--- config.mk ---
export PLATFORM = sky130hd
export DESIGN_NAME = dht11_read_controller_flat
export DESIGN_NICKNAME = d
export VERILOG_FILES = /design/src/rtl/dht11_read_controller_if.sv /design/src/rtl/dht11_read_controller.sv /design/src/flat_wrapper.sv
export SDC_FILE = /design/constraint.sdc
export NUM_CORES = 1
export LEC_CHECK = 0
export CORE_MARGIN = 2
export CORE_UTILIZATION = 55
export DETAILED_ROUTE_END_ITERATION = 7
export GPL_ROUTABILITY_DRIVEN = 0
export GPL_TIMING_DRIVEN = 0
export PLACE_DENSITY = 0.76
export REMOVE_ABC_BUFFERS = 1
export SYNTH_ARGS = -nofsm -noshare
export SYNTH_HDL_FRONTEND = slang
export SYNTH_SLANG_ARGS = --single-unit
--- constraint.sdc ---
create_clock -name clk -period 6 [get_ports clk]
set_input_delay 0.6 -clock clk [delete_from_list [all_inputs] [get_ports clk]]
set_output_delay 0.6 -clock clk [all_outputs]
set_load 0.01 [all_outputs]
--- src/rtl/dht11_read_controller_if.sv ---
// Host-side signal bundle of the DHT11 read controller: request, raw pad level,
// bus enable, status strobes and the published reading.
interface dht11_read_controller_if;
  logic       req;
  logic       dht_in;
  logic       dht_oe;
  logic       busy;
  logic       data_valid;
  logic [7:0] hum_int;
  logic [7:0] hum_dec;
  logic [7:0] temp_int;
  logic [7:0] temp_dec;
  logic       error;
  logic [1:0] err_code;

  modport master (
    output req, dht_in,
    input  dht_oe, busy, data_valid, hum_int, hum_dec, temp_int, temp_dec, error, err_code
  );

  modport slave (
    input  req, dht_in,
    output dht_oe, busy, data_valid, hum_int, hum_dec, temp_int, temp_dec, error, err_code
  );
endinterface

--- src/rtl/dht11_read_controller.sv ---
// One DHT11 transaction per request: start pulse, response handshake, 40-bit capture,
// checksum check, then a mandatory hold-off before the next start is allowed.
module dht11_read_controller #(
  parameter int unsigned TICKS_PER_US  = 1,
  parameter int unsigned START_LOW_US  = 18000,
  parameter int unsigned BIT_THRESH_US = 50,
  parameter int unsigned TIMEOUT_US    = 200,
  parameter int unsigned HOLDOFF_US    = 1000000
) (
  input  logic                    clk,
  input  logic                    rst,
  dht11_read_controller_if.slave  bus
);

  localparam int unsigned MAX_US = (START_LOW_US > HOLDOFF_US) ? START_LOW_US : HOLDOFF_US;
  localparam int unsigned US_W   = $clog2(MAX_US) + 1;
  localparam int unsigned TICK_W = (TICKS_PER_US > 1) ? $clog2(TICKS_PER_US) : 1;

  typedef logic [US_W-1:0] us_t;

  localparam us_t                US_SAT      = '1;
  localparam us_t                START_LIM   = us_t'(START_LOW_US - 1);
  localparam us_t                TIMEOUT_LIM = us_t'(TIMEOUT_US - 1);
  localparam us_t                HOLD_LIM    = us_t'(HOLDOFF_US - 1);
  localparam us_t                THRESH      = us_t'(BIT_THRESH_US);
  localparam logic [TICK_W-1:0]  TICK_LAST   = TICK_W'(TICKS_PER_US - 1);

  typedef enum logic [3:0] {
    IDLE, START_LOW, WAIT_RESP, RESP_LOW, RESP_HIGH, BIT_LOW, BIT_HIGH, CHECK, FAIL, HOLDOFF
  } state_t;

  typedef struct packed {
    logic [7:0] hum_int;
    logic [7:0] hum_dec;
    logic [7:0] temp_int;
    logic [7:0] temp_dec;
  } reading_t;

  state_t            state_q, state_d;
  logic              sync1_q, din_s_q, din_d_q;
  logic [TICK_W-1:0] tick_q, tick_d;
  us_t               us_q, us_d;
  logic [39:0]       shift_q, shift_d;
  logic [5:0]        bit_cnt_q, bit_cnt_d;
  reading_t          rd_q, rd_d;
  logic [1:0]        err_code_q, err_code_d;
  logic              data_valid_q, data_valid_d;
  logic              error_q, error_d;
  logic              dht_oe_q, busy_q;

  logic        us_tick, din_fall, din_rise;
  logic        start_done, timeout, hold_done;
  logic [39:0] shift_next;
  logic [7:0]  sum;
  logic        sum_ok;

  assign din_fall   = !din_s_q && din_d_q;
  assign din_rise   = din_s_q && !din_d_q;
  assign us_tick    = (tick_q == TICK_LAST);
  assign start_done = us_tick && (us_q >= START_LIM);
  assign timeout    = us_tick && (us_q >= TIMEOUT_LIM);
  assign hold_done  = us_tick && (us_q >= HOLD_LIM);

  // Checksum is taken over the frame including the bit being shifted in, so the
  // result is registered on entry to CHECK and the strobe shows during CHECK.
  assign shift_next = {shift_q[38:0], (us_q >= THRESH)};
  assign sum        = shift_next[39:32] + shift_next[31:24] + shift_next[23:16] + shift_next[15:8];
  assign sum_ok     = (sum == shift_next[7:0]);

  // NOTE: every variable gets its default before the case so no latch is inferred.
  always_comb begin
    state_d      = state_q;
    shift_d      = shift_q;
    bit_cnt_d    = bit_cnt_q;
    rd_d         = rd_q;
    err_code_d   = err_code_q;
    data_valid_d = 1'b0;
    error_d      = 1'b0;
    unique case (state_q)
      IDLE: if (bus.req) begin
        state_d    = START_LOW;
        err_code_d = 2'd0;
        shift_d    = '0;
        bit_cnt_d  = '0;
      end
      START_LOW: if (start_done) state_d = WAIT_RESP;
      WAIT_RESP: begin
        if (din_fall)     state_d = RESP_LOW;
        else if (timeout) begin state_d = FAIL; err_code_d = 2'd1; end
      end
      RESP_LOW: begin
        if (din_rise)     state_d = RESP_HIGH;
        else if (timeout) begin state_d = FAIL; err_code_d = 2'd1; end
      end
      RESP_HIGH: begin
        if (din_fall)     state_d = BIT_LOW;
        else if (timeout) begin state_d = FAIL; err_code_d = 2'd1; end
      end
      BIT_LOW: begin
        if (din_rise)     state_d = BIT_HIGH;
        else if (timeout) begin state_d = FAIL; err_code_d = 2'd2; end
      end
      BIT_HIGH: begin
        if (din_fall) begin
          shift_d   = shift_next;
          bit_cnt_d = bit_cnt_q + 6'd1;
          if (bit_cnt_q == 6'd39) begin
            state_d = CHECK;
            if (sum_ok) begin
              rd_d         = reading_t'(shift_next[39:8]);
              data_valid_d = 1'b1;
            end else begin
              err_code_d = 2'd3;
              error_d    = 1'b1;
            end
          end else begin
            state_d = BIT_LOW;
          end
        end else if (timeout) begin
          state_d    = FAIL;
          err_code_d = 2'd2;
        end
      end
      CHECK:   state_d = HOLDOFF;
      FAIL:    state_d = HOLDOFF;
      HOLDOFF: if (hold_done) state_d = IDLE;
      default: state_d = IDLE;
    endcase
    if (state_d == FAIL) error_d = 1'b1;
  end

  // The microsecond counter restarts on every state change and saturates.
  always_comb begin
    tick_d = tick_q;
    us_d   = us_q;
    if (state_d != state_q) begin
      tick_d = '0;
      us_d   = '0;
    end else if (us_tick) begin
      tick_d = '0;
      if (us_q != US_SAT) us_d = us_q + 1'b1;
    end else begin
      tick_d = tick_q + 1'b1;
    end
  end

  // NOTE: sequential state uses non-blocking assignments only.
  always_ff @(posedge clk) begin
    if (rst) begin
      state_q      <= IDLE;
      sync1_q      <= 1'b1;
      din_s_q      <= 1'b1;
      din_d_q      <= 1'b1;
      tick_q       <= '0;
      us_q         <= '0;
      shift_q      <= '0;
      bit_cnt_q    <= '0;
      rd_q         <= '0;
      err_code_q   <= 2'd0;
      data_valid_q <= 1'b0;
      error_q      <= 1'b0;
      dht_oe_q     <= 1'b0;
      busy_q       <= 1'b0;
    end else begin
      state_q      <= state_d;
      sync1_q      <= bus.dht_in;
      din_s_q      <= sync1_q;
      din_d_q      <= din_s_q;
      tick_q       <= tick_d;
      us_q         <= us_d;
      shift_q      <= shift_d;
      bit_cnt_q    <= bit_cnt_d;
      rd_q         <= rd_d;
      err_code_q   <= err_code_d;
      data_valid_q <= data_valid_d;
      error_q      <= error_d;
      dht_oe_q     <= (state_d == START_LOW);
      busy_q       <= (state_d != IDLE);
    end
  end

  assign bus.dht_oe     = dht_oe_q;
  assign bus.busy       = busy_q;
  assign bus.data_valid = data_valid_q;
  assign bus.error      = error_q;
  assign bus.err_code   = err_code_q;
  assign bus.hum_int    = rd_q.hum_int;
  assign bus.hum_dec    = rd_q.hum_dec;
  assign bus.temp_int   = rd_q.temp_int;
  assign bus.temp_dec   = rd_q.temp_dec;

endmodule

--- src/flat_wrapper.sv ---
// flat-port wrapper written by rule: the top's interface ports become plain ports
module dht11_read_controller_flat 
#(
  parameter int unsigned TICKS_PER_US  = 1,
  parameter int unsigned START_LOW_US  = 18000,
  parameter int unsigned BIT_THRESH_US = 50,
  parameter int unsigned TIMEOUT_US    = 200,
  parameter int unsigned HOLDOFF_US    = 1000000
)
  (clk, rst, bus_req, bus_dht_in, bus_dht_oe, bus_busy, bus_data_valid, bus_hum_int, bus_hum_dec, bus_temp_int, bus_temp_dec, bus_error, bus_err_code);
  dht11_read_controller_if bus_i ();
  input  logic clk;
  input  logic rst;
  input wire logic [$bits(bus_i.req)-1:0] bus_req;
  input wire logic [$bits(bus_i.dht_in)-1:0] bus_dht_in;
  output wire logic [$bits(bus_i.dht_oe)-1:0] bus_dht_oe;
  output wire logic [$bits(bus_i.busy)-1:0] bus_busy;
  output wire logic [$bits(bus_i.data_valid)-1:0] bus_data_valid;
  output wire logic [$bits(bus_i.hum_int)-1:0] bus_hum_int;
  output wire logic [$bits(bus_i.hum_dec)-1:0] bus_hum_dec;
  output wire logic [$bits(bus_i.temp_int)-1:0] bus_temp_int;
  output wire logic [$bits(bus_i.temp_dec)-1:0] bus_temp_dec;
  output wire logic [$bits(bus_i.error)-1:0] bus_error;
  output wire logic [$bits(bus_i.err_code)-1:0] bus_err_code;
  assign bus_i.req = bus_req;
  assign bus_i.dht_in = bus_dht_in;
  assign bus_dht_oe = bus_i.dht_oe;
  assign bus_busy = bus_i.busy;
  assign bus_data_valid = bus_i.data_valid;
  assign bus_hum_int = bus_i.hum_int;
  assign bus_hum_dec = bus_i.hum_dec;
  assign bus_temp_int = bus_i.temp_int;
  assign bus_temp_dec = bus_i.temp_dec;
  assign bus_error = bus_i.error;
  assign bus_err_code = bus_i.err_code;
  dht11_read_controller #(.TICKS_PER_US(TICKS_PER_US), .START_LOW_US(START_LOW_US), .BIT_THRESH_US(BIT_THRESH_US), .TIMEOUT_US(TIMEOUT_US), .HOLDOFF_US(HOLDOFF_US)) u_core (.clk(clk), .rst(rst), .bus(bus_i));
endmodule
==> results of run 1 <==
-- cell usage after synthesis (3+ instances only) --
library cell / number / share of area [%]
ha_1: 10 / 2.2
xor2_1: 23 / 3.5
o21ai_0: 9 / 0.79
a31oi_1: 3 / 0.33
a211oi_1: 4 / 0.53
o21ai_1: 3 / 0.26
buf_6: 7 / 1.4
and4_1: 6 / 0.92
mux2i_1: 34 / 6.0
or2_2: 3 / 0.33
buf_4: 4 / 0.53
nand2b_1: 5 / 0.55
buf_2: 4 / 0.35
and3_1: 13 / 1.4
nand4_1: 9 / 0.99
dfxtp_1: 112 / 39
a22oi_1: 39 / 5.1
nand3_1: 14 / 1.2
a21oi_1: 17 / 1.5
and2_1: 6 / 0.66
fa_1: 14 / 4.9
nor3_2: 21 / 3.7
nor2b_1: 7 / 0.77
nor3_1: 12 / 1.1
nand2_1: 21 / 1.4
xnor2_1: 17 / 2.6
nor2_1: 101 / 6.6
clkbuf_1: 25 / 1.6
a211o_1: 3 / 0.46
inv_1: 13 / 0.85
-- layout make-up --
| type | count | area [um^2] |
|---|---|---|
| repair buffers | 43 | 453 |
| flip-flops and latches | 112 | 2240 |
| fillers | 865 | 3840 |
| clock buffers | 10 | 138 |
| multi-input cells | 436 | 3220 |
| inverters | 13 | 48.8 |
| clock inverters | 6 | 75.1 |
| well taps | 136 | 170 |
-- power breakdown --
part	switching [W]	total, W	leakage [nW]	internal, W
clock network	0.000267	0.000479	0.111	0.000212
registers	0.00000740	0.000755	0.904	0.000747
logic	0.0000489	0.0000699	1.52	0.0000210
total	0.000323	0.00130	2.54	0.000980
-- worst min path at each step --
stage                                   start                   endpoint  slack (ns)  depth (start not counted)
detailed placement  u_core.sync1_q$_SDFF_PP1_  u_core.din_s_q$_SDFF_PP1_        0.40                          1
global placement    u_core.sync1_q$_SDFF_PP1_  u_core.din_s_q$_SDFF_PP1_        0.40                          1
CTS                 u_core.sync1_q$_SDFF_PP1_  u_core.din_s_q$_SDFF_PP1_        0.43                          1
floorplan           u_core.sync1_q$_SDFF_PP1_  u_core.din_s_q$_SDFF_PP1_        0.39                          1
global route        u_core.sync1_q$_SDFF_PP1_  u_core.din_s_q$_SDFF_PP1_        0.45                          1
finish              u_core.sync1_q$_SDFF_PP1_  u_core.din_s_q$_SDFF_PP1_        0.43                          1
-- registers in the layout, summed over array words and instances (netlist names) --
register	flops
u_core.bit_cnt_q	6
u_core.bus.busy	1
u_core.bus.data_valid	1
u_core.bus.dht_oe	1
u_core.bus.err_code	2
u_core.bus.error	1
u_core.bus.hum_dec	8
u_core.bus.hum_int	8
u_core.bus.temp_dec	8
u_core.bus.temp_int	8
u_core.din_d_q	1
u_core.din_s_q	1
u_core.shift_q	39
u_core.state_q	4
u_core.sync1_q	1
u_core.tick_q	1
u_core.us_q	21
-- layout by cell type, fill, tap and decap left out, types with 14 or more instances in the layout --
cell type,count
nand2_1,20
a22oi_1,39
xor2_1,23
nor3_2,21
nand3_1,14
clkdlybuf4s50_1,40
dfxtp_1,112
fa_1,14
mux2i_1,33
a21oi_1,17
xnor2_1,17
nor2_1,101
-- layer usage --
layer / track usage, % / up-vias
met1: 29.1 / 2078
met4: 9.87 / 0
met5: 0 / -
li1: - / 2142
met3: 3.92 / 19
met2: 33.2 / 115
-- stage by stage --
stage / utilization [%] / setup slack [ns] / area [um^2]
finish: 62.3 / 1.76 / 6350
global route: 62.3 / 1.44 / 6350
CTS: 62.2 / 1.74 / 6340
detailed placement: 60.1 / 1.78 / 6120
global placement: 59.6 / 1.58 / 6070
floorplan: - / 2.27 / 5490
-- worst reg2reg max path: cells and delay by family, from the launching register on --
family / cells / cell delay, ns
adder cells (fa/ha/maj): 4 / 1.63
flip-flops: 1 / 0.37
AO/OA/AOI/OAI: 3 / 0.53
XOR/XNOR: 1 / 0.40
AND/OR/NAND/NOR: 2 / 0.77
multiplexers: 1 / 0.39
-- cells by family (layout without fill, tap and decap cells) --
family	after synthesis	after routing	share of synthesized area (%)
AND/OR/NAND/NOR	233	233	22.5
flip-flops	112	112	39.3
AO/OA/AOI/OAI	102	102	13.7
buffers and inverters	53	72	4.75
XOR/XNOR	41	41	6.42
multiplexers	35	35	6.16
adder cells (fa/ha/maj)	24	24	7.10
other	1	1	0.0657
==> impl_metrics.yaml, run 1 <==
sta:
  rsz0062_at_grt: "no"
  hold_violations: 0
  tns_ns: 0
  max_freq_mhz: 236
  drv_slew: 0
  finClkSkew_ns: 0.0125
  slew_headroom_pct: 33.8
  worstMarginPinSlew_ns: 0.972
  finalHoldWorstSlack_ns: 0.434
  min_period_over_period_pct: 70.6
  setup_violations: 0
  period_minus_slack_ns: 4.24
critical_path:
  crit_buf_inv: 0
  crit_fanout: 33
  path_cells: "fa_1 -> fa_1 -> ha_1 -> fa_1 -> a21o_1 -> a21oi_1 -> o21ai_0 -> xnor2_1 -> nand4_4 -> mux2i_1 -> nor2_1"
  critPathMostFrequentCell: "fa_1"
  required_ns: 6.25
  reg2reg_from: "u_core.shift_q[8]$_SDFFE_PP0P_"
  cp-startpoint: "u_core.shift_q[8]$_SDFFE_PP0P_"
  cpPeakStageDelay_ns: 0.70
  path_class: "reg2reg"
  cp.arrival_ns: 4.49
  rrSetupSlack_ns: 1.76
  start_kind: "flip-flop"
  cp-end-kind: "flip-flop"
  critPathSlowestCell: "nand4_4"
  crit_path_end: "u_core.bus.temp_int[6]$_SDFFE_PP0P_"
  reg2reg_depth: 11
  cp_num_cells: 11
  cp_top_family: "adder cells"
  r2r_end: "u_core.bus.temp_int[6]$_SDFFE_PP0P_"
floorplanning:
  row_count: 37
  initial_core_util_pct: 56.1
  die_y_um: 106
  die_w_um: 106
  dieArea_um2: 11200
  fp.coreArea_um2: 10200
  io_pins: 42
synth:
  ys_ff_latch: 112
  synth_edf_count: 0
  synth-async-reset-ratio_pct: 0
  syn_area_per_cell_um2: 9.50
  yosysWarnings: 0
  seq_area_frac_synth_pct: 39.3
  ys.flop_type: "dfxtp_1"
  netlist_area_um2: 5710
  synth_cell_types: 64
  netlist_instances: 601
pwr:
  ir_worst_vdd_uv: 140
  p_leak_nw: 2.54
  power_density_nw_per_um2: 205
  power.total_w: 0.00130
drt:
  met3_wirelength_um: 483
  firstDrtPassIters: 5
  route.met2.wl_um: 5380
  routedWlPerCell_um: 15.1
  first_iter_violations: 247
  route.detailed.drc: 0
  highest_layer: "met4"
  routed_wl_um: 11400
  met1_length_um: 5330
  ant_nets: 0
  vias: 4354
  via_per_inst: 5.76
clock_network:
  clk_latency_ns: 0.39
  clockBufferDepth: 2
  clkTransAtPathRegs_ns: 0.11
  clock_sinks: 112
  cts_hold_repair.buffers: 0
  cts_resized: 0
  cts_tree: "built"
  clockRootBuffer: "clkbuf_8"
  h-tree-depth: 3
  postCtsSetupRepairBufs: 0
  cts_buffers: 9
global_route:
  grt_max_degree: 47
  grt_pass1_vias: 4065
  overflow: 0
  track_usage_pct: 21.4
  antenna_found_initial: 0
  grt_pass1_wl_um: 19500
placed_design:
  placed_cells: 740
  port_buffers: 41
  place_hpwl_um: 7830
final_layout:
  layout.cells.non_filler: 756
  layout-drive-gt1-share_pct: 9.52
  n_antenna_cell: 0
  layout.nets: 643
  syn_to_final_growth_pct: 11.2
worst_hold_path:
  hp-class: "reg2reg"
run:
  maxCapViolCount: 0
status:
  outcome: "finished clean"
(Power assumes the default switching activity.)
==> run 2: changes to the inputs <==
Settings changed: CORE_UTILIZATION 55 to 53.
Clock period 6 ns to 3.84 ns, I/O delays scaled along.
==> run 2 against run 1 <==
  * Maximum frequency is 16% higher
  * Routed wire length up 3.7%
  * Global-route usage grew 0.53 points
  * Critical path type unchanged
  * Combinational power is 57% higher
  * Register-to-register slack lost 1.6 ns
  * Sequential cell count stayed put
  * First-iteration DRC count grew 13%
==> impl_metrics.yaml, run 2 (same netlist as run 1, synthesis figures left out) <==
worst_hold_path:
  hold_start: "u_core.sync1_q$_SDFF_PP1_"
  hp-class: "reg2reg"
  holdPathStages: 1
  min_delay_worst_endpoint: "u_core.din_s_q$_SDFF_PP1_"
global_route:
  overflow: 0
  track_usage_pct: 21.9
  busiest_layer: "met2"
  grt_pass1_vias: 4238
  grt_max_degree: 47
  antenna_found_initial: 0
  met1_usage_pct: 31.2
  grt.met2_usage_pct: 32.8
  grt_use_met3_pct: 4.12
  grt_pass1_wl_um: 20400
pwr:
  ir_worst_vdd_uv: 190
  seq_power_share_pct: 60.4
  p_switching_w: 0.000495
  clkPwrFrac_pct: 34.0
  p_int_w: 0.00146
  p_sw_share_pct: 25.3
  power_density_nw_per_um2: 305
  comb_power_share_pct: 5.6
  p_leak_nw: 2.55
drt:
  routed_wl_um: 11800
  via_per_inst: 5.79
  routedWlPerCell_um: 15.5
  ant_nets: 0
  route.detailed.drc: 0
  first_iter_violations: 280
  firstDrtPassIters: 5
  vias: 4411
critical_path:
  crit_buf_inv: 1
  critPathMostFrequentCell: "fa_1"
  cp.arrival_ns: 3.90
  path_cells: "fa_1 -> fa_1 -> ha_1 -> fa_1 -> a21o_1 -> a21oi_1 -> xnor2_1 -> nor3_4 -> nand4_4 -> buf_12 -> mux2i_1 -> nor2_1"
  start_kind: "flip-flop"
  required_ns: 4.09
  path_class: "reg2reg"
  cpPeakStageDelay_ns: 0.47
  cp-end-kind: "flip-flop"
  reg2reg_from: "u_core.shift_q[16]$_SDFFE_PP0P_"
  critPathSlowestCell: "fa_1"
  rrSetupSlack_ns: 0.18
  cp_top_family: "adder cells"
  crit_fanout: 13
  reg2reg_depth: 12
  r2r_end: "u_core.bus.hum_int[2]$_SDFFE_PP0P_"
final_layout:
  n_antenna_cell: 0
  reg.largest.list: "u_core.shift_q: 39 flops, u_core.us_q: 21 flops"
  final_cell_mix: "dfxtp_1 (112), nor2_1 (101), clkdlybuf4s50_1 (40)"
  layout.cells.non_filler: 762
  fill_cells: 835
  finish.instance_area_um2: 6410
  syn_to_final_growth_pct: 12.2
  layout.nets: 649
  largest-register: "u_core.shift_q"
  largest_reg_flops: 39
  final_common_cell: "dfxtp_1"
  layout-drive-gt1-share_pct: 11.0
sta:
  period_minus_slack_ns: 3.66
  setup_violations: 0
  min_period_over_period_pct: 95.2
  finClkSkew_ns: 0.0178
  slew_headroom_pct: 34.0
  tns_ns: 0
  drv_slew: 0
  worstMarginPinSlew_ns: 0.969
  max_freq_mhz: 274
  hold_violations: 0
placed_design:
  placed_cells: 739
  place_hpwl_um: 7790
  placed_area_um2: 6100
  port_buffers: 41
clock_network:
  clockRootBuffer: "clkbuf_8"
  clock_sinks: 112
  cts_hold_repair.buffers: 0
  clockBufferDepth: 2
  clk_latency_ns: 0.39
  h-tree-depth: 3
  clkTransAtPathRegs_ns: 0.10
  cts_tree: "built"
  cts_buffers: 9
status:
  outcome: "finished clean"
floorplanning:
  dieArea_um2: 11600
  row_count: 37
  fp.coreArea_um2: 10400
  io_pins: 42
  die_y_um: 108
  initial_core_util_pct: 54.8
  die_w_um: 108
run:
  maxCapViolCount: 0
==> run 2: power groups by stage <==
stage	Combinational [W]	Clock [W]	Sequential, W
6_report	0.000110	0.000664	0.00118
2_1_floorplan	0.0000638	0	0.00120
3_5_place_dp	0.000109	0	0.00121
3_3_place_gp	0.000100	0	0.00121
4_1_cts	0.000109	0.000681	0.00118
5_1_grt	0.000121	0.000729	0.00118
==> run 2: timing repair <==
action                                 in CTS  in global routing
gates resized for setup                     3                  3
setup endpoints to repair                  33                 35
gates cloned                                1                  0
endpoints found under the hold margin       0                  0
pin swaps                                   2                  1
buffers inserted                            4                  2
==> run 2: cell type report <==
class	count	area, um^2	share of cell area, %
clock inverters	5	37.5	0.586
repair buffers	48	495	7.73
multi-input cells	437	3270	51.1
inverters	13	48.8	0.762
well taps	136	170	2.66
flip-flops and latches	112	2240	35.0
clock buffers	11	141	2.21
==> run 2: how the worst max path moves through the flow <==
stage | from | endpoint | slack (ns) | cells past startpoint
final | u_core.shift_q[16]$_SDFFE_PP0P_ | u_core.bus.hum_int[2]$_SDFFE_PP0P_ | 0.18 | 12
after CTS | u_core.shift_q[13]$_SDFFE_PP0P_ | u_core.bus.hum_dec[6]$_SDFFE_PP0P_ | 0.12 | 13
after global placement | u_core.us_q[1]$_SDFFE_PP0P_ | u_core.us_q[2]$_SDFFE_PP0P_ | -0.49 | 8
after detailed placement | u_core.shift_q[16]$_SDFFE_PP0P_ | u_core.bus.hum_dec[6]$_SDFFE_PP0P_ | -0.37 | 11
after global routing | u_core.shift_q[8]$_SDFFE_PP0P_ | u_core.bus.hum_dec[6]$_SDFFE_PP0P_ | -0.03 | 12
after floorplan | u_core.shift_q[8]$_SDFFE_PP0P_ | u_core.bus.hum_dec[0]$_SDFFE_PP0P_ | 0.11 | 11
==> run 2: layer usage <==
| metal | wire [um] | vias to the layer above |
|---|---|---|
| met3 | 487 | 15 |
| met2 | 5460 | 103 |
| li1 | - | 2155 |
| met1 | 5680 | 2138 |
| met4 | 218 | 0 |
| met5 | 0 | - |
==> run 2: through the flow <==
stage                     utilization (%)  power, W  setup slack (ns)  hold slack [ns]
after floorplan                         -   0.00127             0.112            0.389
after global placement               58.3   0.00131            -0.493            0.395
after detailed placement             58.5   0.00132            -0.372            0.393
after CTS                            61.1   0.00197             0.118            0.429
after global routing                 61.5   0.00203           -0.0282            0.447
final                                61.5   0.00195             0.185            0.430
==> run 3: changes to the inputs <==
Settings changed: CORE_ASPECT_RATIO set to 1.5.
==> run 3 against run 2 <==
  * Sequential power barely moved
  * Combinational power rose by 8%
  * Worst setup slack got worse by 0.040 ns
  * Die area rose by 0.15%
  * Clock power rose by 39%
  * Hold slack got worse by 0.019 ns
  * Critical endpoint is now u_core.bus.hum_dec[1]$_SDFFE_PP0P_
  * Largest power group unchanged
==> impl_metrics.yaml, run 3 (same netlist as run 1, synthesis figures left out) <==
status:
  outcome: "finished clean"
global_route:
  grt_pass1_vias: 4375
  busiest_layer: "met2"
  grt.met2_usage_pct: 38.4
  overflow: 0
  met1_usage_pct: 26.0
  track_usage_pct: 21.8
  grt_use_met3_pct: 3.58
  grt_max_degree: 51
  grt_pass1_wl_um: 20600
  antenna_found_initial: 0
critical_path:
  crit_buf_inv: 2
  cpPeakStageDelay_ns: 0.59
  cp.arrival_ns: 3.91
  rrSetupSlack_ns: 0.14
  required_ns: 4.05
  cp_top_family: "adder cells"
  cp-end-kind: "flip-flop"
  crit_path_end: "u_core.bus.hum_dec[1]$_SDFFE_PP0P_"
  r2r_end: "u_core.bus.hum_dec[1]$_SDFFE_PP0P_"
  start_kind: "flip-flop"
  reg2reg_from: "u_core.shift_q[8]$_SDFFE_PP0P_"
  path_class: "reg2reg"
  crit_fanout: 17
  critPathSlowestCell: "fa_1"
  reg2reg_depth: 13
  cp_num_cells: 13
  path_cells: "fa_1 -> fa_1 -> ha_1 -> fa_1 -> a21o_1 -> a21oi_1 -> o21ai_0 -> xnor2_2 -> buf_4 -> nand4_4 -> buf_12 -> mux2i_1 -> nor2_1"
  cp-startpoint: "u_core.shift_q[8]$_SDFFE_PP0P_"
  critPathMostFrequentCell: "fa_1"
sta:
  period_minus_slack_ns: 3.70
  rsz0062_at_grt: "no"
  finalHoldWorstSlack_ns: 0.411
  setup_violations: 0
  min_period_over_period_pct: 96.2
  drv_slew: 0
  finClkSkew_ns: 0.0117
  slew_headroom_pct: 40.4
  setup_ws_ns: 0.144
  tns_ns: 0
  hold_violations: 0
  max_freq_mhz: 271
  worstMarginPinSlew_ns: 0.890
drt:
  firstDrtPassIters: 5
  ant_nets: 0
  route.detailed.drc: 0
  vias: 4492
  first_iter_violations: 235
  via_per_inst: 5.85
  routedWlPerCell_um: 16.2
  routed_wl_um: 12400
pwr:
  ir_worst_vdd_uv: 280
  seq_power_share_pct: 53.0
  p_leak_nw: 2.61
  p_int_w: 0.00167
  p_sw_share_pct: 24.8
  power.total_w: 0.00222
  clkPwrFrac_pct: 41.6
  power_density_nw_per_um2: 340
  comb_power_share_pct: 5.4
  p_switching_w: 0.000552
clock_network:
  clkTransAtPathRegs_ns: 0.08
  clockBufferDepth: 2
  clockRootBuffer: "clkbuf_16"
  clock_sinks: 112
  cts_buffers: 9
  clk_latency_ns: 0.35
  cts_tree: "built"
  h-tree-depth: 3
final_layout:
  final_common_cell: "dfxtp_1"
  syn_to_final_growth_pct: 14.3
  layout.cells.non_filler: 768
  n_antenna_cell: 0
  largest_reg_flops: 39
  layout-drive-gt1-share_pct: 10.7
  fill_cells: 879
  largest-register: "u_core.shift_q"
  reg.largest.list: "u_core.shift_q: 39 flops, u_core.us_q: 21 flops"
  final_cell_mix: "dfxtp_1 (112), nor2_1 (101), clkdlybuf4s50_1 (40)"
  layout.nets: 647
floorplanning:
  io_pins: 42
  die_y_um: 131
  dieArea_um2: 11600
  initial_core_util_pct: 54.2
  row_count: 46
  die_w_um: 88.8
  fp.coreArea_um2: 10500
placed_design:
  place_hpwl_um: 8340
  port_buffers: 41
  placed_cells: 748
  dp_slack_ns: -0.414
worst_hold_path:
  hp-class: "reg2reg"
run:
  maxCapViolCount: 0
==> run 3: changes by cell type in the layout (fill, tap and decap cells not counted) <==
cell	before	now
clkbuf_16	0	9
inv_8	1	2
clkinv_2	2	0
buf_4	4	1
buf_12	3	4
clkinv_8	0	1
inv_6	1	3
clkbuf_8	10	0
clkinvlp_4	1	0
==> run 3: area by class of cell <==
cell class	instances	area (um^2)	area share, %
timing repair buffer	46	493	7.55
sequential	112	2240	34.3
inverter	13	48.8	0.747
tap	144	180	2.76
multi-input combinational	437	3270	50.1
clock inverter	6	65.1	0.997
clock buffer	10	229	3.51
==> run 3: worst min-delay path by stage <==
| stage | slack [ns] | depth (start not counted) | from | end |
|---|---|---|---|---|
| floorplan | 0.39 | 1 | u_core.sync1_q$_SDFF_PP1_ | u_core.din_s_q$_SDFF_PP1_ |
| global placement | 0.39 | 1 | u_core.sync1_q$_SDFF_PP1_ | u_core.din_s_q$_SDFF_PP1_ |
| detailed placement | 0.39 | 1 | u_core.sync1_q$_SDFF_PP1_ | u_core.din_s_q$_SDFF_PP1_ |
| CTS | 0.41 | 1 | u_core.sync1_q$_SDFF_PP1_ | u_core.din_s_q$_SDFF_PP1_ |
| global route | 0.45 | 1 | u_core.sync1_q$_SDFF_PP1_ | u_core.din_s_q$_SDFF_PP1_ |
| finish | 0.41 | 1 | u_core.sync1_q$_SDFF_PP1_ | u_core.din_s_q$_SDFF_PP1_ |
==> run 3: layer usage <==
metal	vias to the layer above	part of all wire (%)
met5	-	0
met4	0	2.2
met3	29	4.1
met2	149	54
met1	2161	39
li1	2153	-
==> run 3: power groups by stage <==
| stage | Sequential [W] | Clock, W | Combinational [W] |
|---|---|---|---|
| 2_1_floorplan | 0.00120 | 0 | 0.0000638 |
| 3_3_place_gp | 0.00120 | 0 | 0.0000995 |
| 3_5_place_dp | 0.00121 | 0 | 0.000119 |
| 4_1_cts | 0.00118 | 0.000945 | 0.000119 |
| 5_1_grt | 0.00118 | 0.000996 | 0.000129 |
| 6_report | 0.00118 | 0.000925 | 0.000119 |
==> run 3: what timing repair did <==
item | 4_1_cts | 5_1_grt
gates resized for setup | 3 | 3
pin swaps | 1 | 1
hold buffers | 0 | 0
cloned | 1 | 0
endpoints found under the setup margin | 33 | 31
setup buffers | 2 | 1
==> run 3: stage by stage <==
step                util, %  area (um^2)
finish                 62.0         6530
global route           62.0         6530
CTS                    61.7         6490
detailed placement     58.2         6130
global placement       57.7         6080
floorplan                 -         5490
